## config.mk

```make
export PLATFORM = sky130hd
export DESIGN_NAME = tis_output_sink
export DESIGN_NICKNAME = d
export VERILOG_FILES = /design/src/rtl/tis_pkg.sv /design/src/rtl/tis_port_rx.sv /design/src/rtl/tis_output_sink.sv
export SDC_FILE = /design/constraint.sdc
export NUM_CORES = 1
export LEC_CHECK = 0
export CAP_MARGIN = 20
export CORE_AREA = 4 4 188 190
export CTS_CLUSTER_SIZE = 40
export DETAILED_ROUTE_END_ITERATION = 7
export DIE_AREA = 0 0 192 194
export GPL_TIMING_DRIVEN = 0
export PLACE_DENSITY = 0.54
export SLEW_MARGIN = 20
export SYNTH_ARGS = -nofsm -noshare
export SYNTH_HDL_FRONTEND = slang
export SYNTH_HIERARCHICAL = 1
export SYNTH_SLANG_ARGS = --single-unit
```

## constraint.sdc

```tcl
create_clock -name clk -period 1.17 [get_ports clk]
set_input_delay 0.234 -clock clk [delete_from_list [all_inputs] [get_ports clk]]
set_output_delay 0.234 -clock clk [all_outputs]
set_load 0.02 [all_outputs]
```

## src/rtl/tis_pkg.sv

```systemverilog
`default_nettype none
// ============================================================================
// Module      : tis_pkg
// Description : Shared TIS word type, value range and port-reader FSM states.
// Revision    : 1.0 - initial release
// ============================================================================
package tis_pkg;

    typedef logic signed [10:0] word_t;

    localparam word_t TIS_MIN = -11'sd999;
    localparam word_t TIS_MAX = 11'sd999;

    typedef enum logic [1:0] {
        IDLE = 2'd0,
        ACK  = 2'd1,
        DROP = 2'd2
    } rx_state_t;

endpackage
`default_nettype wire

```

## src/rtl/tis_port_rx.sv

```systemverilog
`default_nettype none
// ============================================================================
// Module      : tis_port_rx
// Description : TIS reader handshake FSM with capture register; rst is
//               asynchronous and active-low.
// Revision    : 1.0 - initial release
// ============================================================================
module tis_port_rx
    import tis_pkg::*;
#(
    parameter int WIDTH = 11
)(
    input  logic             clk,
    input  logic             rst,
    input  logic             rready,
    input  logic [WIDTH-1:0] in,
    input  logic             en,
    output logic             read,
    output logic [WIDTH-1:0] value,
    output logic             take
);

    rx_state_t        r_state;
    rx_state_t        w_state_nxt;
    logic             w_capture;
    logic             r_read;
    logic [WIDTH-1:0] r_value;

    // en gates only new acceptances; an ACK/DROP already under way runs out.
    always_comb begin
        w_state_nxt = r_state;
        w_capture   = 1'b0;
        case (r_state)
            IDLE: begin
                if (rready && en) begin
                    w_state_nxt = ACK;
                    w_capture   = 1'b1;
                end
            end
            ACK:     w_state_nxt = DROP;
            DROP:    if (!rready) w_state_nxt = IDLE;
            default: w_state_nxt = IDLE;
        endcase
    end

    always_ff @(posedge clk or negedge rst) begin
        if (!rst) begin
            r_state <= IDLE;
            r_read  <= 1'b0;
            r_value <= '0;
        end else begin
            r_state <= w_state_nxt;
            r_read  <= w_capture;
            if (w_capture) begin
                r_value <= in;
            end
        end
    end

    assign read  = r_read;
    assign take  = r_read;
    assign value = r_value;

endmodule
`default_nettype wire

```

## src/rtl/tis_output_sink.sv

```systemverilog
`default_nettype none
// ============================================================================
// Module      : tis_output_sink
// Description : Bottom-edge TIS output consumer; accepts words and scores them
//               against an expected sequence. rst is asynchronous, active-low.
// Revision    : 1.0 - initial release
// ============================================================================
module tis_output_sink
    import tis_pkg::*;
#(
    parameter int WIDTH   = 11,
    parameter int EXP_LEN = 39,
    parameter int CNT_W   = 8
)(
    input  logic             clk,
    input  logic             rst,
    input  logic             rready,
    input  logic [WIDTH-1:0] in,
    input  logic             en,
    input  logic [WIDTH-1:0] expected [0:EXP_LEN-1],
    output logic             read,
    output logic [WIDTH-1:0] value,
    output logic             valid,
    output logic [CNT_W-1:0] count,
    output logic [CNT_W-1:0] correct,
    output logic             err,
    output logic [CNT_W-1:0] err_idx,
    output logic             done
);

    localparam logic [CNT_W-1:0] C_CNT_MAX = '1;

    logic [1:0]       r_rst_sync;
    logic             w_rst_n;
    logic             w_take;
    logic [WIDTH-1:0] w_value;
    logic [WIDTH-1:0] w_ref;
    logic [CNT_W-1:0] w_count_inc;
    logic [CNT_W-1:0] r_count;
    logic [CNT_W-1:0] r_correct;
    logic [CNT_W-1:0] r_err_idx;
    logic             r_err;
    logic             r_done;

    // Assert immediately, release only after two clean clock edges.
    always_ff @(posedge clk or negedge rst) begin
        if (!rst) begin
            r_rst_sync <= 2'b00;
        end else begin
            r_rst_sync <= {r_rst_sync[0], 1'b1};
        end
    end

    assign w_rst_n = r_rst_sync[1];

    tis_port_rx #(
        .WIDTH (WIDTH)
    ) u_rx (
        .clk    (clk),
        .rst    (w_rst_n),
        .rready (rready),
        .in     (in),
        .en     (en),
        .read   (read),
        .value  (w_value),
        .take   (w_take)
    );

    // Reference lookup; indices past the table read as zero and are never scored.
    always_comb begin
        w_ref = '0;
        for (int i = 0; i < EXP_LEN; i++) begin
            if (int'(r_count) == i) begin
                w_ref = expected[i];
            end
        end
    end

    assign w_count_inc = (r_count == C_CNT_MAX) ? r_count : r_count + CNT_W'(1);

    always_ff @(posedge clk or negedge w_rst_n) begin
        if (!w_rst_n) begin
            r_count   <= '0;
            r_correct <= '0;
            r_err     <= 1'b0;
            r_err_idx <= '0;
            r_done    <= 1'b0;
        end else if (w_take) begin
            r_count <= w_count_inc;
            if (r_done) begin
                // Overflow word: unscored, but flagged once.
                if (!r_err) begin
                    r_err     <= 1'b1;
                    r_err_idx <= r_count;
                end
            end else if (w_value == w_ref) begin
                if (r_correct != C_CNT_MAX) begin
                    r_correct <= r_correct + CNT_W'(1);
                end
            end else if (!r_err) begin
                r_err     <= 1'b1;
                r_err_idx <= r_count;
            end
            if (int'(w_count_inc) == EXP_LEN) begin
                r_done <= 1'b1;
            end
        end
    end

    assign value   = w_value;
    assign valid   = w_take;
    assign count   = r_count;
    assign correct = r_correct;
    assign err     = r_err;
    assign err_idx = r_err_idx;
    assign done    = r_done;

endmodule
`default_nettype wire

```

# [After elaboration in Yosys (flattened, before gate mapping)]
# Cells that the tools add are included.
[word_totals] ff_bits=42 latch_bits=0 ramBits=0 mem_bits_ro=0 in_bits=444 out_inout_bits=39 word_cells=116 mem_count=0
[op_classes] n_addsub=2 mul=0 div=0 magnitude_cmp=0 n_eq_ne=47 shift=0 muxes=50 n_bitwise=1 reduce_logical=7
[ops] operator="$mux W11" n=39
[ops] operator="$eq A8 B6 Y1 const B" n=16
[ops] operator="$eq A8 B5 Y1 const B" n=8
[ops] operator="$eq A8 B7 Y1 const B" n=8
[ops] operator="$eq A8 B4 Y1 const B" n=4
[ops] operator="$mux W8" n=4
[ops] operator="$add A8 B1 Y8 const B" n=2
[ops] operator="$eq A8 B3 Y1 const B" n=2
[ops] operator="$eq A11 B11 Y1" n=1
[ops] operator="$eq A8 B2 Y1 const B" n=1
[ops] operator="$eq A8 B8 Y1 const B" n=1
[ops] operator="$logic_not A8 Y1" n=1
[ops] operator="$ne A8 B8 Y1 const B" n=1
[ops] operator="$pmux W2 S3" n=1
[ops] operator="$reduce_and A2 Y1" n=3
[ops] operator="$mux W1" n=4
[ops] operator="$mux W2" n=2
[ops] operator="$ne A2 B2 Y1 const B" n=2
[ops] operator="$reduce_and A4 Y1" n=1
[ops] operator="$eq A2 B1 Y1 const B" n=1
[ops] operator="$eq A2 B2 Y1 const B" n=1
[ops] operator="$logic_not A2 Y1" n=1
[ops] operator="$ne A2 B1 Y1 const B" n=1
[ops] operator="$logic_and A1 B1 Y1" n=1
[ops] operator="$not A1 Y1" n=1

# [Longest topological paths before layout]
# Gate-level depths: netlist of the first run.
[logic_depth] word_depth=43 mapped_depth=18 mapped_depth_nobuf=12

# [By module]
# The synthesis of the first run kept the hierarchy.
[by_module_without_submodules] module="tis_output_sink" instances=1 cells_each=1054 area_each_um2=7156.9 seq_area_each_um2=700.7
[by_module_without_submodules] module="tis_port_rx" instances=1 cells_each=32 area_each_um2=575.6 seq_area_each_um2=350.3

# [Worst setup path before layout of the first run]
# Ideal clock, no wire load.
[synth_timing] kind="register -> register" start="register r_count[0] (netlist: count[0])" end="register r_err_idx[0] (netlist: err_idx[0])" setup_ps=125 arrival_time_ps=4003 t_required_ps=1045 path_slack_ps=-2958 path_stages_with_launch=16 n_path_buf=4 synth_period_minus_slack_ps=4128 cell_sequence="dfrtp_1 -> inv_1 -> ha_1 -> buf_2 -> clkbuf_1 -> buf_2 -> nand3b_1 -> a41oi_1 -> o21a_1 -> o2111ai_1 -> or4_4 -> nor4_4 -> nand4_4 -> o311a_1 -> buf_6 -> mux2_4"
[synth_via] elab_chain_len=43 elab_cells_between_ends=84 classes_between="eq/ne: 40; mux: 42; reduce/logical: 2"
[synth_rtl] item="start, declared" line="tis_output_sink.sv:39" text="logic [CNT_W-1:0] r_count;"
[synth_rtl] item="start signal, assigned" line="tis_output_sink.sv:89" text="r_count <= w_count_inc;"
[synth_rtl] item="$logic_not A8 Y1" line="tis_output_sink.sv:73" text="if (int'(r_count) == i) begin"
[synth_rtl] item="$mux W11 (39 in a row)" line="tis_output_sink.sv:73"
[synth_rtl] item="$eq A11 B11 Y1" line="tis_output_sink.sv:96" text="end else if (w_value == w_ref) begin"
[synth_rtl] item="$ne A2 B2 Y1 (no source line)"
[synth_rtl] item="$reduce_and A2 Y1 (no source line)"
[synth_rtl] item="end signal, assigned" line="tis_output_sink.sv:94" text="r_err_idx <= r_count;"
[synth_rtl] item="end signal, assigned" line="tis_output_sink.sv:102" text="r_err_idx <= r_count;"
[synth_rtl] item="end, declared" line="tis_output_sink.sv:41" text="logic [CNT_W-1:0] r_err_idx;"
# Parallel ways exist; a longest one is shown, timed or not. The select of a mux whose other input is x is not followed.
# A chain may end at the register's enable or synchronous reset.

# [Final worst setup path of the first run]
[layout_timing] start="register r_count[0] (netlist: count[0])" end="register r_err_idx[7] (netlist: err_idx[7])"
[layout_via] elab_chain_len=43 elab_cells_between_ends=81 classes_between="eq/ne: 40; mux: 39; reduce/logical: 2"
[layout_rtl] item="$logic_not A8 Y1" line="tis_output_sink.sv:73"
[layout_rtl] item="$mux W11 (38 in a row)" line="tis_output_sink.sv:73"
[layout_rtl] item="$mux W11 *" line="tis_output_sink.sv:73"
[layout_rtl] item="$eq A11 B11 Y1 *" line="tis_output_sink.sv:96"
[layout_rtl] item="$ne A2 B2 Y1 (no source line) *"
[layout_rtl] item="$reduce_and A2 Y1 (no source line) *"
# Every way passes the cells marked *; elsewhere a longest branch is shown, timed or not.

==> impl_metrics.tcl, run 1 <==
set metrics [dict create \
    outcome "complete, but fails checks" \
    violations "negative setup slack" \
    avgViaCountPerCell 6.32 \
    die_w_um 192 \
    final_area_sq_mm 0.0162 \
    worst_path_max_delay_cell "dfrtp_2" \
    nNetsFinal 2117 \
    maxCapViolCount 0 \
    slew_headroom_pct 32.9 \
    core_area_sq_mm 0.0334 \
    synth.area.top_cells "dfrtp_1 (14%), a21oi_1 (5.4%), o21ai_0 (4.7%)" \
    finalSetupViolCount 50 \
    p_seq_share_pct 5.0 \
    arrival_ps 4230 \
    synth_edf_count 0 \
    synth_top_cell_by_area "dfrtp_1" \
    cts_max_path_buffers 2 \
    grt_pass1_wl_um 106000 \
    post-route-min-period_ps 4060 \
    holdWs_ps 116 \
    synth_top_area_share_pct 13.6 \
    multi_input_area_sq_mm 0.00738 \
    cts_num_sinks 42 \
    grt_usage_pct 39.7 \
    hold_viol_final 0 \
    max_stage_delay_ps 460 \
    numPortBuffers 482 \
    tightest_slew_ps 1000 \
    synth_flop_cell "dfrtp_1" \
    grt_setup_unrepaired "true" \
    place_ws_ps -4300 \
    yosys-top-cells-count "nand2_1 (85), a21oi_1 (84), clkbuf_1 (77)" \
    cts_tree "built" \
    gr-max-usage-layer "met2" \
    globalRouteMet1Util_pct 48.0 \
    max_freq_mhz 246 \
    hp-class "primary input to async pin" \
    dr.pass1.iters 6 \
    p_sw_uw 25100 \
    clkLatencyLatePin_ps 290 \
    syn_inst 1086 \
    die_y_um 194 \
    synthArstFlopShare_pct 100 \
    ant_nets 0 \
    dr_total_vias 13500 \
    path_class "register to register" \
    grt_pass1_vias 13900 \
    crit_path_max_fanout 10 \
    start_util_pct 23.1 \
    maxSlewViolCount 0 \
    setup_tns_ps -55690 \
    use_met2_pct 62.4 \
    use_met3_pct 9.83 \
    cp_num_buf_inv 5 \
    crit_family "compound AO/OA/AOI/OAI gates" \
    ys_seq_elements 42 \
    ys_types 91 \
    antenna_found_initial 16 \
    register_area_sq_mm 0.00108 \
    finalCritPeriodShare_pct 347 \
    clockRootBuffer "clkbuf_16" \
    area_growth_pct 110 \
    crit_chain "ha_4 -> buf_12 -> buf_12 -> buf_8 -> buf_8 -> nor2_4 -> o221ai_1 -> nand4_1 -> o311a_1 -> o31ai_4 -> mux2i_2 -> nor4_4 -> nand4_4 -> o311a_1 -> buf_6 -> mux2_4" \
    grt_max_degree 41 \
    required_ps 1340 \
    wl_per_cell_um 37.5 \
    clkPwrFrac_pct 3.2 \
    drc 0 \
    p_leak_uw 0.00603 \
    avgSynthCellArea_sq_um 7.12 \
    worstSetupEndpointType "register" \
    drtIter0Drc 1500 \
    p_per_area_mw_per_mm2 2670 \
    cts_inserted_buffers 5 \
    path_clk_slew_ps 70 \
    combinationalPowerShare_pct 91.8 \
    wl_um 79900 \
    die-area_sq_mm 0.0372 \
    p_sw_share_pct 57.9 \
    peakVddDrop_mv 1.16 \
    yosysMostFrequentCell "nand2_1" \
    grt_overflow 0 \
    setup_slack_ps -2890 \
    io_pins 483 \
    fp-row-count 67 \
    layout-drive-gt1-share_pct 29.2 \
    synth_area_sq_mm 0.00773 \
    synth.net_count 1535 \
    synth-seq-area-share_pct 13.6 \
    synth_warnings 6 \
    htree_levels 2 \
    dpl_cell_area_sq_mm 0.0134 \
    fillCellCount 3288 \
    startpoint_type "register" \
    fin_skew_ps 10.3 \
    p_int_uw 18200 \
    gp_congestion 1.03 \
    dp_hpwl_um 60800 \
]
[final cells by class]
type	instances	share of cell area [%]
clock inverter	3	0.131
multi-input combinational	903	45.4
antenna	15	0.231
tap	448	3.45
clock buffer	5	0.770
sequential	42	6.62
inverter	25	0.701
timing repair buffer	590	35.3
buffer	101	7.32
[placed cells by master (no fill, tap or decap), types with 12 or more instances in the layout]
master,instances
clkdlybuf4s50_1,443
buf_4,88
nand2_1,81
a21oi_1,75
o21ai_0,58
buf_6,47
nor2_1,42
o22ai_1,36
buf_2,29
nand3_1,26
dfrtp_1,24
a211oi_1,22
o211ai_1,21
mux2_4,21
inv_1,19
clkbuf_8,18
o221ai_1,17
a221o_1,17
nand3b_1,17
dfrtp_2,17
a22oi_1,16
clkbuf_4,16
diode_2,15
o21a_1,15
nand2b_1,15
and3_1,15
buf_12,15
buf_8,14
clkbuf_16,14
o2bb2ai_1,13
a22o_1,13
a31oi_1,13
nand4_1,12
a221oi_2,12
[stage by stage]
stage / instances / total power [uW] / util (%)
3_5_place_dp: 2018 / 30200 / 40.0
3_3_place_gp: 2016 / 30200 / 39.8
4_1_cts: 2083 / 37800 / 45.6
5_1_grt: 2129 / 43800 / 48.6
2_1_floorplan: 1086 / 17100 / -
6_report: 2132 / 43300 / 48.6
[what timing repair did]
item	4_1_cts	5_1_grt
endpoints found under the setup margin	76	78
cloned	1	3
gates resized for setup	522	170
hold buffers	0	0
pin swaps	33	53
hold endpoints to repair	0	0
setup buffers	68	38
[kinds of logic (layout without fill, tap and decap cells)]
logic type	after synthesis	after routing	share of synthesized area [%]
buffers and inverters	141	724	7.49
flip-flops	42	42	13.6
XOR/XNOR	16	16	1.81
multiplexers	27	27	4.66
AO/OA/AOI/OAI	506	506	46.9
adder cells (fa/ha/maj)	5	5	0.809
other	1	16	0.0485
AND/OR/NAND/NOR	348	348	24.7
[worst reg2reg max path: cells and delay by family, from the launching register on]
family,cells,cell delay (ps)
DFF,1,460
and+or+nand+nor,4,800
buffers and inverters,5,900
AOI/OAI and AO/OA,4,1100
muxes,2,470
adders and majority gates,1,210
[sequential cells by signal, summed over array words and instances, names as in the netlist, 2 cells and up]
| register | flops |
|---|---|
| u_rx/value | 11 |
| correct | 8 |
| count | 8 |
| err_idx | 8 |
| r_rst_sync | 2 |
| u_rx/r_state | 2 |
[path summary, 6_finish.rpt]
path	start	slack, ps	depth (start not counted)	to
max	count[0]	-2890	16	err_idx[7]
min	rst	120	1	r_rst_sync[1]
max reg2reg	count[0]	-2890	16	err_idx[7]
min reg2reg	r_rst_sync[1]	310	0	count[5]
max in group asynchronous	r_rst_sync[1]	470	0	u_rx/value[7]
min in group clk	r_rst_sync[0]	360	0	r_rst_sync[1]
[per-layer routing]
layer  part of all wire (%)  up-vias
met3                     11      310
met4                    7.3        6
met1                     37     6574
li1                       -     5531
met5                  0.044        -
met2                     45     1061
[power by group through the flow]
| stage | Clock (uW) | Combinational, uW | Sequential [uW] |
|---|---|---|---|
| after floorplan | 0 | 14800 | 2320 |
| after global placement | 0 | 28000 | 2210 |
| after detailed placement | 0 | 28000 | 2220 |
| after CTS | 1410 | 34300 | 2150 |
| after global routing | 1460 | 40100 | 2220 |
| final | 1380 | 39800 | 2180 |
(Power assumes the default switching activity.)
==> run 2: changes to the inputs <==
- REMOVE_ABC_BUFFERS: not set -> 1
==> impl_metrics.tcl, run 2 (synthesized netlist as in run 1, its figures left out) <==
set metrics [dict create \
    reg2reg_slack_ps -2990 \
    grt_usage_pct 36.7 \
    cp_num_buf_inv 4 \
    total_power_uw 42900 \
    outcome "complete, but fails checks" \
    layout_common_cells "clkdlybuf4s50_1 (443), buf_4 (116), nand2_1 (81), a21oi_1 (79), o21ai_0 (61)" \
    cts_inserted_buffers 5 \
    r2r_end "err_idx[1]" \
    path_clk_slew_ps 60 \
    crit_path_max_fanout 8 \
    wl_per_cell_um 34.3 \
    dr.pass1.iters 8 \
    p_leak_uw 0.00608 \
    area_growth_pct 111 \
    antenna_found_initial 17 \
    max_freq_mhz 240 \
    numPortBuffers 482 \
    fin_skew_ps 11.1 \
    worstSetupEndpointType "register" \
    clockRootBuffer "clkbuf_16" \
    drtIter0Drc 1263 \
    setup_tns_ps -61250 \
    ant_nets 0 \
    arrival_ps 4340 \
    die_w_um 192 \
    io_pins 483 \
    cts_max_path_buffers 2 \
    largest_reg_flops 11 \
    grt_pass1_vias 13200 \
    avgViaCountPerCell 6.15 \
    cts_tree "built" \
    post-route-min-period_ps 4160 \
    violations "negative setup slack" \
    die_y_um 194 \
    wl_um 73200 \
    p_per_area_mw_per_mm2 2630 \
    grt_overflow 0 \
    drc 0 \
    peakVddDrop_mv 1.39 \
    path_class "register to register" \
    finalCritPeriodShare_pct 356 \
    start_util_pct 23.1 \
    dp_hpwl_um 49300 \
    htree_levels 2 \
    required_ps 1350 \
    grt_max_degree 30 \
    worst_path_max_delay_cell "a211oi_4" \
    dr_total_vias 13100 \
    crit_family "compound AO/OA/AOI/OAI gates" \
    grt_setup_unrepaired "true" \
    core_area_sq_mm 0.0334 \
    crit_chain "clkinvlp_4 -> buf_6 -> ha_4 -> buf_16 -> nor2b_4 -> buf_12 -> a221oi_4 -> o31a_1 -> o211ai_1 -> a211oi_4 -> a211oi_2 -> a2111oi_4 -> nand4_4 -> o311a_4 -> mux2_4" \
    hp-class "primary input to async pin" \
    cts_num_sinks 42 \
    grt_pass1_wl_um 99200 \
    startpoint_type "register" \
    fin_util_pct 48.7 \
    holdWs_ps 99.8 \
    layout-drive-gt1-share_pct 27.4 \
    tightest_slew_ps 680 \
    max_stage_delay_ps 480 \
    die-area_sq_mm 0.0372 \
    final_common_cell "clkdlybuf4s50_1" \
    hold_viol_final 0 \
    gp_congestion 0.918 \
    finalSetupViolCount 50 \
    fp-row-count 67 \
    slew_headroom_pct 54.5 \
    worstRegToRegCells 15 \
    nNetsFinal 2118 \
    setup_slack_ps -2990 \
    r2r_start "count[0]" \
    maxSlewViolCount 0 \
    clkLatencyLatePin_ps 300 \
    maxCapViolCount 0 \
]
==> run 2: layout make-up <==
class / instances / area (sq um)
Fill cell: 3223 / 17200
Timing Repair Buffer: 689 / 7240
Multi-Input combinational cell: 906 / 7070
Sequential cell: 42 / 1090
Tap cell: 448 / 561
Clock buffer: 7 / 143
Inverter: 25 / 115
Antenna cell: 16 / 40.0
Clock inverter: 1 / 30.0
==> run 2: worst max-delay path by stage <==
stage	from	to	cells past startpoint
after global routing	count[0]	err_idx[3]	16
after CTS	count[0]	err_idx[1]	17
after global placement	count[0]	err_idx[3]	12
after detailed placement	count[0]	err_idx[7]	14
final	count[0]	err_idx[1]	15
after floorplan	count[0]	err_idx[3]	12
==> run 2: power breakdown <==
group          total (uW)  internal, uW  switching, uW
sequential           2230          1750            476
clock                1650          1070            579
combinational       39000         16500          22500
==> run 2: worst register-to-register path, cell delays in order (launching register included) <==
cell	delay, ps
dfrtp_2	410
clkinvlp_4	130
buf_6	140
ha_4	170
buf_16	150
nor2b_4	150
buf_12	150
a221oi_4	260
o31a_1	190
o211ai_1	290
a211oi_4	480
a211oi_2	160
a2111oi_4	380
nand4_4	210
o311a_4	440
mux2_4	320
==> run 2: metrics by stage <==
stage               instance area [sq um]  setup slack [ps]  std cells
floorplan                            7250             -5460        970
global placement                    12600             -9960       1900
detailed placement                  13200             -4690       1922
CTS                                 15800             -2910       2102
global route                        16300             -3100       2131
finish                              16300             -2990       2134
==> run 2: timing repair <==
| action | in CTS | in global routing |
|---|---|---|
| setup endpoints to repair | 76 | 58 |
| resized for setup | 387 | 75 |
| gates cloned | 13 | 0 |
| pin swaps | 63 | 18 |
| hold buffers | 0 | 0 |
| setup buffers | 159 | 21 |
==> run 2: metal layers <==
| metal | GRT usage, % | vias up | wire length, um |
|---|---|---|---|
| met5 | 0 | - | 41 |
| met4 | 18.1 | 6 | 4110 |
| met3 | 8.59 | 224 | 7880 |
| met2 | 60.3 | 993 | 33800 |
| met1 | 45.0 | 6368 | 27300 |
| li1 | - | 5533 | - |
